<file path="config.mk">
export PLATFORM = sky130hd
export DESIGN_NAME = vsync_frame_controller
export DESIGN_NICKNAME = d
export VERILOG_FILES = /design/src/rtl/vsync_frame_controller_pkg.sv /design/src/rtl/vsync_frame_controller_line_phase_counter.sv /design/src/rtl/vsync_frame_controller.sv
export SDC_FILE = /design/constraint.sdc
export NUM_CORES = 1
export LEC_CHECK = 0
export ABC_AREA = 1
export CORE_ASPECT_RATIO = 1.1
export CORE_MARGIN = 3
export CORE_UTILIZATION = 49
export DETAILED_ROUTE_END_ITERATION = 10
export GPL_TIMING_DRIVEN = 0
export PLACE_DENSITY = 0.81
export REMOVE_ABC_BUFFERS = 1
export SLEW_MARGIN = 25
export SYNTH_ARGS = -nofsm -noshare
export SYNTH_HDL_FRONTEND = slang
export SYNTH_HIERARCHICAL = 1
export SYNTH_SLANG_ARGS = --single-unit
</file>
<file path="constraint.sdc">
create_clock -name clock -period 4.9 [get_ports clock]
set_clock_uncertainty 0.2 [all_clocks]
set_input_delay 0.735 -clock clock [delete_from_list [all_inputs] [get_ports clock]]
set_output_delay 0.735 -clock clock [all_outputs]
set_load 0.03 [all_outputs]
</file>
<file path="src/rtl/vsync_frame_controller_pkg.sv">
// Shared definitions for the vertical frame controller: state encoding,
// phase order and default field width.
package vsync_frame_controller_pkg;

    localparam int DEFAULT_W = 10;

    localparam logic [2:0] ST_IDLE   = 3'd0;
    localparam logic [2:0] ST_SYNC   = 3'd1;
    localparam logic [2:0] ST_BACK   = 3'd2;
    localparam logic [2:0] ST_ACTIVE = 3'd3;
    localparam logic [2:0] ST_FRONT  = 3'd4;

    localparam logic [2:0] PHASE_ORDER [4] = '{ST_SYNC, ST_BACK, ST_ACTIVE, ST_FRONT};

    // First phase after cur (in frame order) whose length is nonzero; IDLE if none remain.
    // nz[i] flags the phase at PHASE_ORDER[i].
    function automatic logic [2:0] next_phase(input logic [2:0] cur, input logic [3:0] nz);
        logic [2:0] res;
        res = ST_IDLE;
        for (int i = 3; i >= 0; i--) begin
            if (nz[i[1:0]] && (PHASE_ORDER[i[1:0]] > cur))
                res = PHASE_ORDER[i[1:0]];
        end
        return res;
    endfunction

endpackage

</file>
<file path="src/rtl/vsync_frame_controller_line_phase_counter.sv">
// Line counter for the current vertical phase, with terminal compare against
// the phase length.
module line_phase_counter
    import vsync_frame_controller_pkg::*;
#(
    parameter int W = DEFAULT_W
) (
    input  logic         clock,
    input  logic         reset,
    input  logic         inc,
    input  logic         clr,
    input  logic [W-1:0] len,
    output logic [W-1:0] count,
    output logic         last
);

    always_ff @(posedge clock or posedge reset) begin
        if (reset)
            count <= '0;
        else if (clr)
            count <= '0;
        else if (inc)
            count <= count + 1'b1;
    end

    assign last = (count == len - 1'b1);

endmodule

</file>
<file path="src/rtl/vsync_frame_controller.sv">
// Vertical timing sequencer: walks SYNC/BACK/ACTIVE/FRONT by counting line
// ends and hands latched horizontal timing to the hsync block.
module vsync_frame_controller
    import vsync_frame_controller_pkg::*;
#(
    parameter int W = DEFAULT_W
) (
    input  logic         clock,
    input  logic         reset,
    input  logic         Enable,
    input  logic         LineEnd,
    input  logic [W-1:0] VSynchPulse,
    input  logic [W-1:0] VBackPorch,
    input  logic [W-1:0] VActiveLines,
    input  logic [W-1:0] VFrontPorch,
    input  logic [W-1:0] HSynchPulseIn,
    input  logic [W-1:0] HBackPorchIn,
    input  logic [W-1:0] HActiveVideoIn,
    input  logic [W-1:0] HFrontPorchIn,
    output logic [W-1:0] SynchPulse,
    output logic [W-1:0] BackPorch,
    output logic [W-1:0] ActiveVideo,
    output logic [W-1:0] FrontPorch,
    output logic         vsync,
    output logic [W-1:0] yposition,
    output logic         VideoOn,
    output logic         FrameEnd
);

    logic [2:0]   state, state_nxt;
    logic [W-1:0] sh_sync, sh_back, sh_active, sh_front;
    logic [W-1:0] cur_len, count;
    logic [3:0]   sh_nz, in_nz;
    logic         last, line_tick, adv, frame_done, do_latch;

    assign in_nz = {VFrontPorch != '0, VActiveLines != '0, VBackPorch != '0, VSynchPulse != '0};
    assign sh_nz = {sh_front != '0, sh_active != '0, sh_back != '0, sh_sync != '0};

    assign line_tick  = LineEnd && (state != ST_IDLE);
    assign adv        = line_tick && last;
    assign frame_done = adv && (next_phase(state, sh_nz) == ST_IDLE);
    // A new frame latches either from IDLE or back-to-back on the frame-completing line.
    assign do_latch   = Enable && (|in_nz) && ((state == ST_IDLE) || frame_done);

    always_comb begin
        cur_len = '0;
        case (state)
            ST_SYNC:   cur_len = sh_sync;
            ST_BACK:   cur_len = sh_back;
            ST_ACTIVE: cur_len = sh_active;
            ST_FRONT:  cur_len = sh_front;
            default:   cur_len = '0;
        endcase
    end

    always_comb begin
        state_nxt = state;
        if (do_latch)
            state_nxt = next_phase(ST_IDLE, in_nz);
        else if (frame_done)
            state_nxt = ST_IDLE;
        else if (adv)
            state_nxt = next_phase(state, sh_nz);
    end

    line_phase_counter #(.W(W)) u_line_cnt (
        .clock (clock),
        .reset (reset),
        .inc   (line_tick),
        .clr   (adv),
        .len   (cur_len),
        .count (count),
        .last  (last)
    );

    always_ff @(posedge clock or posedge reset) begin
        if (reset) begin
            state       <= ST_IDLE;
            vsync       <= 1'b0;
            VideoOn     <= 1'b0;
            FrameEnd    <= 1'b0;
            sh_sync     <= '0;
            sh_back     <= '0;
            sh_active   <= '0;
            sh_front    <= '0;
            SynchPulse  <= '0;
            BackPorch   <= '0;
            ActiveVideo <= '0;
            FrontPorch  <= '0;
        end else begin
            state    <= state_nxt;
            vsync    <= (state_nxt == ST_SYNC);
            VideoOn  <= (state_nxt == ST_ACTIVE);
            FrameEnd <= frame_done;
            if (do_latch) begin
                sh_sync     <= VSynchPulse;
                sh_back     <= VBackPorch;
                sh_active   <= VActiveLines;
                sh_front    <= VFrontPorch;
                SynchPulse  <= HSynchPulseIn;
                BackPorch   <= HBackPorchIn;
                ActiveVideo <= HActiveVideoIn;
                FrontPorch  <= HFrontPorchIn;
            end
        end
    end

    // VideoOn is the registered ACTIVE decode, so this only exposes the counter during ACTIVE.
    assign yposition = VideoOn ? count : '0;

endmodule

</file>
# == Word level (Yosys, flattened, before mapping) ==
# Index checks and enable logic that the tools add are counted.
# word_totals
elab_cells,64
in_bits,84
regBits,96
# op_classes
magnitude_cmp,4
n_mux,15
n_eq_ne,7
n_reduce_logical,23
addsub,2
# ops
cell,count
$reduce_bool A10 Y1,8
$pmux W10 S4,1
$mux W3,11
$mux W10,3
$add A10 B1 Y10 const B,1
$eq A10 B10 Y1,1
$sub A10 B1 Y10 const B,1
$eq A3 B2 Y1 const B,3
$logic_and A1 B1 Y1,9
$eq A3 B1 Y1 const B,2
$gt A2 B3 Y1 const A,2
$logic_not A3 Y1,2
$reduce_or A4 Y1,1
$eq A3 B3 Y1 const B,1
$gt A1 B3 Y1 const A,1
$gt A3 B3 Y1 const A,1
$reduce_bool A3 Y1,1
$reduce_bool A2 Y1,1
$logic_or A1 B1 Y1,1

# == Depth between registers and ports, before layout ==
# depth
ltp_word,12
depth_mapped,26
mapped_depth_nobuf,25

# == Cells and area by module ==
# Netlist, hierarchy kept.
# by_module_without_submodules
module,area_each_um2,n_inst,cells_per_inst,seq_area_each_um2
vsync_frame_controller,4100.2,1,525,2152.1
line_phase_counter,932.1,1,156,250.2

# == Worst setup path after synthesis ==
# OpenSTA, ideal clock, no wires.
# synth_timing
path_kind,register -> register
start,reg state[0]
end,reg ActiveVideo[0]
setup_ns,0.118
t_arrival_ns,3.128
path_slack_ns,1.454
path_stages_with_launch,24
cell_sequence,dfrtp_1 > buf_2 > nor3_1 > nand2_1 > nand4_1 > inv_1 > ha_1 > inv_1 > nand2_1 > nand2_1 > nor2_1 > nand2_1 > nor2_1 > nand3_1 > nor2_1 > nand2_2 > clkinv_2 > nand2_2 > o21ai_4 > nand2_4 > buf_6 > buf_6 > nand2_1 > nand2_1
# synth_via
word_cells_on_any_way,27
cone_classes,add/sub (1); order compare (4); eq/ne (5); mux (5); reduce/logical (12)
# synth_lines
element,line,text
start: declaration,vsync_frame_controller.sv:30,"logic [2:0] state, state_nxt;"
start signal: assignment,vsync_frame_controller.sv:91,state <= state_nxt;
"$eq A3 B3 Y1, or another cell as far along",vsync_frame_controller.sv:47,case (state)
$pmux W10 S4 *,vsync_frame_controller.sv:47,
net cur_len[0],vsync_frame_controller.sv:32,"logic [W-1:0] cur_len, count;"
$sub A10 B1 Y10 *,vsync_frame_controller_line_phase_counter.sv:26,assign last = (count == len - 1'b1);
$eq A10 B10 Y1 *,vsync_frame_controller_line_phase_counter.sv:26,
net last,vsync_frame_controller.sv:34,"logic last, line_tick, adv, frame_done, do_latch;"
$logic_and A1 B1 Y1 *,vsync_frame_controller.sv:40,assign adv = line_tick && last;
net adv,vsync_frame_controller.sv:34,
$logic_and A1 B1 Y1 *,vsync_frame_controller.sv:41,"assign frame_done = adv && (next_phase(state, sh_nz) == ST_IDLE);"
$logic_or A1 B1 Y1 *,vsync_frame_controller.sv:43,assign do_latch = Enable && (|in_nz) && ((state == ST_IDLE) || frame_done);
$logic_and A1 B1 Y1 *,vsync_frame_controller.sv:43,
end signal: assignment,vsync_frame_controller.sv:102,ActiveVideo <= HActiveVideoIn;
end: declaration,vsync_frame_controller.sv:22,"output logic [W-1:0] ActiveVideo,"
# The timed path passes the listed nets; every way through them passes the cells marked *.
# A chain may end at the register's enable or synchronous reset.

# == Final worst setup path ==
# layout_timing
start,reg state[0]
end,reg vsync
# layout_via
word_cells_on_any_way,31
cone_classes,add/sub (1); order compare (4); eq/ne (6); mux (8); reduce/logical (12)
# layout_lines
element,line,text
"$eq A3 B3 Y1, or another cell as far along",vsync_frame_controller.sv:47,
$pmux W10 S4 *,vsync_frame_controller.sv:47,
net cur_len[0],vsync_frame_controller.sv:32,
$sub A10 B1 Y10 *,vsync_frame_controller_line_phase_counter.sv:26,
$eq A10 B10 Y1 *,vsync_frame_controller_line_phase_counter.sv:26,
net last,vsync_frame_controller.sv:34,
$logic_and A1 B1 Y1 *,vsync_frame_controller.sv:40,
net adv,vsync_frame_controller.sv:34,
$logic_and A1 B1 Y1,vsync_frame_controller.sv:41,
$logic_or A1 B1 Y1,vsync_frame_controller.sv:43,
$logic_and A1 B1 Y1,vsync_frame_controller.sv:43,
$mux W3 *,vsync_frame_controller.sv:58,if (do_latch)
$eq A3 B1 Y1 *,vsync_frame_controller.sv:92,vsync <= (state_nxt == ST_SYNC);
end signal: assignment,vsync_frame_controller.sv:92,
end: declaration,vsync_frame_controller.sv:24,"output logic vsync,"
# Marked as above.

==> flow_summary.json <==
{
  "dr.pass1.iters": 6,
  "power_density_nw_per_um2": 627.9,
  "min_path_cells": 2,
  "syn_avg_cell_area_um2": 7.390,
  "clkPwrFrac_pct": 12.7,
  "final_util_pct": 67.58,
  "num-nets-final": 892,
  "die_w_um": 102.6,
  "hold_buffers": 0,
  "fill_cells": 852,
  "cts_resized": 2,
  "cts_setup_buffers": 0,
  "ys_warn_count": 6,
  "die_h_um": 112.3,
  "crit_arrival_ps": 4550,
  "drc": 0,
  "fin_cells": 929,
  "viasPerCell": 5.184,
  "start_util_pct": 50.64,
  "switching_share_pct": 46.04,
  "io_pins": 137,
  "clock-sinks": 96,
  "core_um2": 9937,
  "yosysSeqAreaShare_pct": 47.74,
  "p_comb_share_pct": 52.8,
  "grt_pass1_wl_um": 22150,
  "worstPathRequired_ps": 4960,
  "path_class": "register to register",
  "async_flop_share_pct": 100.0,
  "postLayoutSetupSlackWorst_ps": 406.8,
  "die_area_um2": 11520,
  "relSlewSlack_pct": 60.06,
  "ff_latch_area_um2": 2402,
  "grt_overflow": 0,
  "diodes": 0,
  "layout-drive-gt1-share_pct": 4.944,
  "cts_tree": "built",
  "dp_hpwl_um": 10340,
  "final-max-slew-violation-count": 0,
  "critical_path_peak_fanout": 108,
  "gp_congestion": 0.9000,
  "wirelength_um": 13420,
  "grt_pass1_vias": 4832,
  "rsz0062_at_grt": "false",
  "synth_seq_cells": 96,
  "critPathLaunchType": "register",
  "place_area_um2": 6500,
  "antenna_found_initial": 0,
  "insertion_delay_ps": 370,
  "p_switching_mw": 1.941,
  "finalCritPeriodShare_pct": 91.70,
  "crit_chain": "nor3_2 -> nand2_1 -> nand4_1 -> inv_1 -> ha_1 -> inv_1 -> nand2_1 -> nand2_1 -> nor2_1 -> nand2_1 -> nor2_1 -> nand3_1 -> nor2_1 -> nand2_2 -> clkinv_2 -> nand2_2 -> o21ai_4 -> buf_16 -> buf_16 -> nand2_8 -> nand2_1 -> nand2_1 -> nand2_1 -> nor2_1",
  "multi_input_area_um2": 2193,
  "synth_edf_count": 0,
  "antenna_left": 0,
  "final_cell_mix": "241 x nand2_1, 136 x clkdlybuf4s50_1, 96 x dfrtp_1",
  "reg2reg_depth": 24,
  "finalSetupViolCount": 0,
  "worstHoldPathType": "register to register",
  "p_int_mw": 2.275,
  "htreeDepth": 3,
  "slowest_stage": "nor3_2",
  "dpl_worst_slack_ps": -121.9,
  "synth_cell_types": 37,
  "ir_worst_vdd_v": 0.0003985,
  "wl_per_cell_um": 14.45,
  "place_inst": 915,
  "rows": 38,
  "cts_made_buffers": 9,
  "hold_viol_final": 0,
  "power.total_mw": 4.216,
  "clk_path_buf_depth": 2,
  "max_freq_mhz": 222.6,
  "syn-cell-area_um2": 5032,
  "cp-end-kind": "register",
  "track_usage_pct": 24.34,
  "cpPeakStageDelay_ps": 520,
  "cap_violations": 0,
  "synthFlopType": "dfrtp_1",
  "period_needed_ps": 4493,
  "setup-tns-final_ps": 0,
  "port_buffers": 136,
  "whs_ps": 273.3,
  "cts_root_buf": "clkbuf_8",
  "crit_top_cell": "nand2_1",
  "outcome": "completed",
  "seqPwrFrac_pct": 34.5,
  "layout_commonest_cell": "nand2_1",
  "area_growth_pct": 33.44,
  "tightest_slew_ps": 599.2,
  "clk_pin_slew_ps": 90,
  "synthCells": 681,
  "grt_max_degree": 109,
  "p_leak_nw": 3.379,
  "fin_area_um2": 6715,
  "vias": 4816,
  "dr.first_iter.drc_count": 226
}
power groups by stage:
stage | clock network (mW) | logic (mW) | registers [mW]
final | 0.536 | 2.23 | 1.45
after global routing | 0.573 | 2.48 | 1.50
after CTS | 0.538 | 2.24 | 1.45
after detailed placement | 0 | 2.23 | 1.46
after global placement | 0 | 2.14 | 1.44
after floorplan | 0 | 1.18 | 1.68
layer usage:
metal / share of wire (%) / global-route usage (%)
met5: 0 / 0
met4: 2.0 / 9.186
met3: 7.9 / 7.520
met2: 51 / 41.65
met1: 39 / 28.25
synthesized netlist by cell type (3+ instances only):
cell	count	area share, %
xnor2_1	4	0.70
xor2_1	3	0.52
clkbuf_1	13	0.97
o2111ai_1	3	0.52
a21oi_1	4	0.40
o21ai_0	13	1.3
inv_2	3	0.22
nand2_1	241	18
buf_4	5	0.75
nand2_2	3	0.37
nor2_4	4	0.90
nand3_1	78	7.8
buf_6	5	1.1
nor3_1	9	0.90
nand4_1	13	1.6
o21ai_1	23	2.3
dfrtp_1	96	48
inv_1	78	5.8
nor2_1	61	4.5
kinds of logic after synthesis:
family / count (synthesis) / synth area share [%]
adder cells (fa/ha/maj): 2 / 0.4972
XOR/XNOR: 7 / 1.218
AO/OA/AOI/OAI: 52 / 6.042
buffers and inverters: 108 / 9.249
flip-flops: 96 / 47.74
AND/OR/NAND/NOR: 416 / 35.26
final cells by class:
class | instances | share of cell area (%)
Clock buffer | 12 | 2.310
Tap cell | 120 | 2.236
Timing Repair Buffer | 140 | 21.80
Sequential cell | 96 | 35.77
Inverter | 82 | 4.639
Clock inverter | 2 | 0.5776
Multi-Input combinational cell | 477 | 32.66
critical path, delay by kind of cell, from the launching register on:
kind / cells / cell delay (ps)
buffers and inverters: 5 / 680
AND/OR/NAND/NOR: 17 / 2460
flip-flops: 1 / 480
AO/OA/AOI/OAI: 1 / 200
adder cells (fa/ha/maj): 1 / 320
registers in the layout (all words and copies together) (netlist names), 3 cells and up:
register          count
sh_active            10
FrontPorch           10
u_line_cnt/count     10
sh_front             10
BackPorch            10
sh_back              10
ActiveVideo          10
sh_sync              10
SynchPulse           10
state                 3
path summary, 6_finish.rpt:
check | startpoint | endpoint | slack (ps)
max | state[0] | vsync | 410
min | BackPorch[6] | BackPorch[6] | 270
max reg2reg | state[0] | vsync | 410
min reg2reg | BackPorch[6] | BackPorch[6] | 270
max in group asynchronous | reset | sh_sync[5] | 3320
min in group asynchronous | reset | u_line_cnt/count[4] | 550
(Power assumes the default switching activity.)
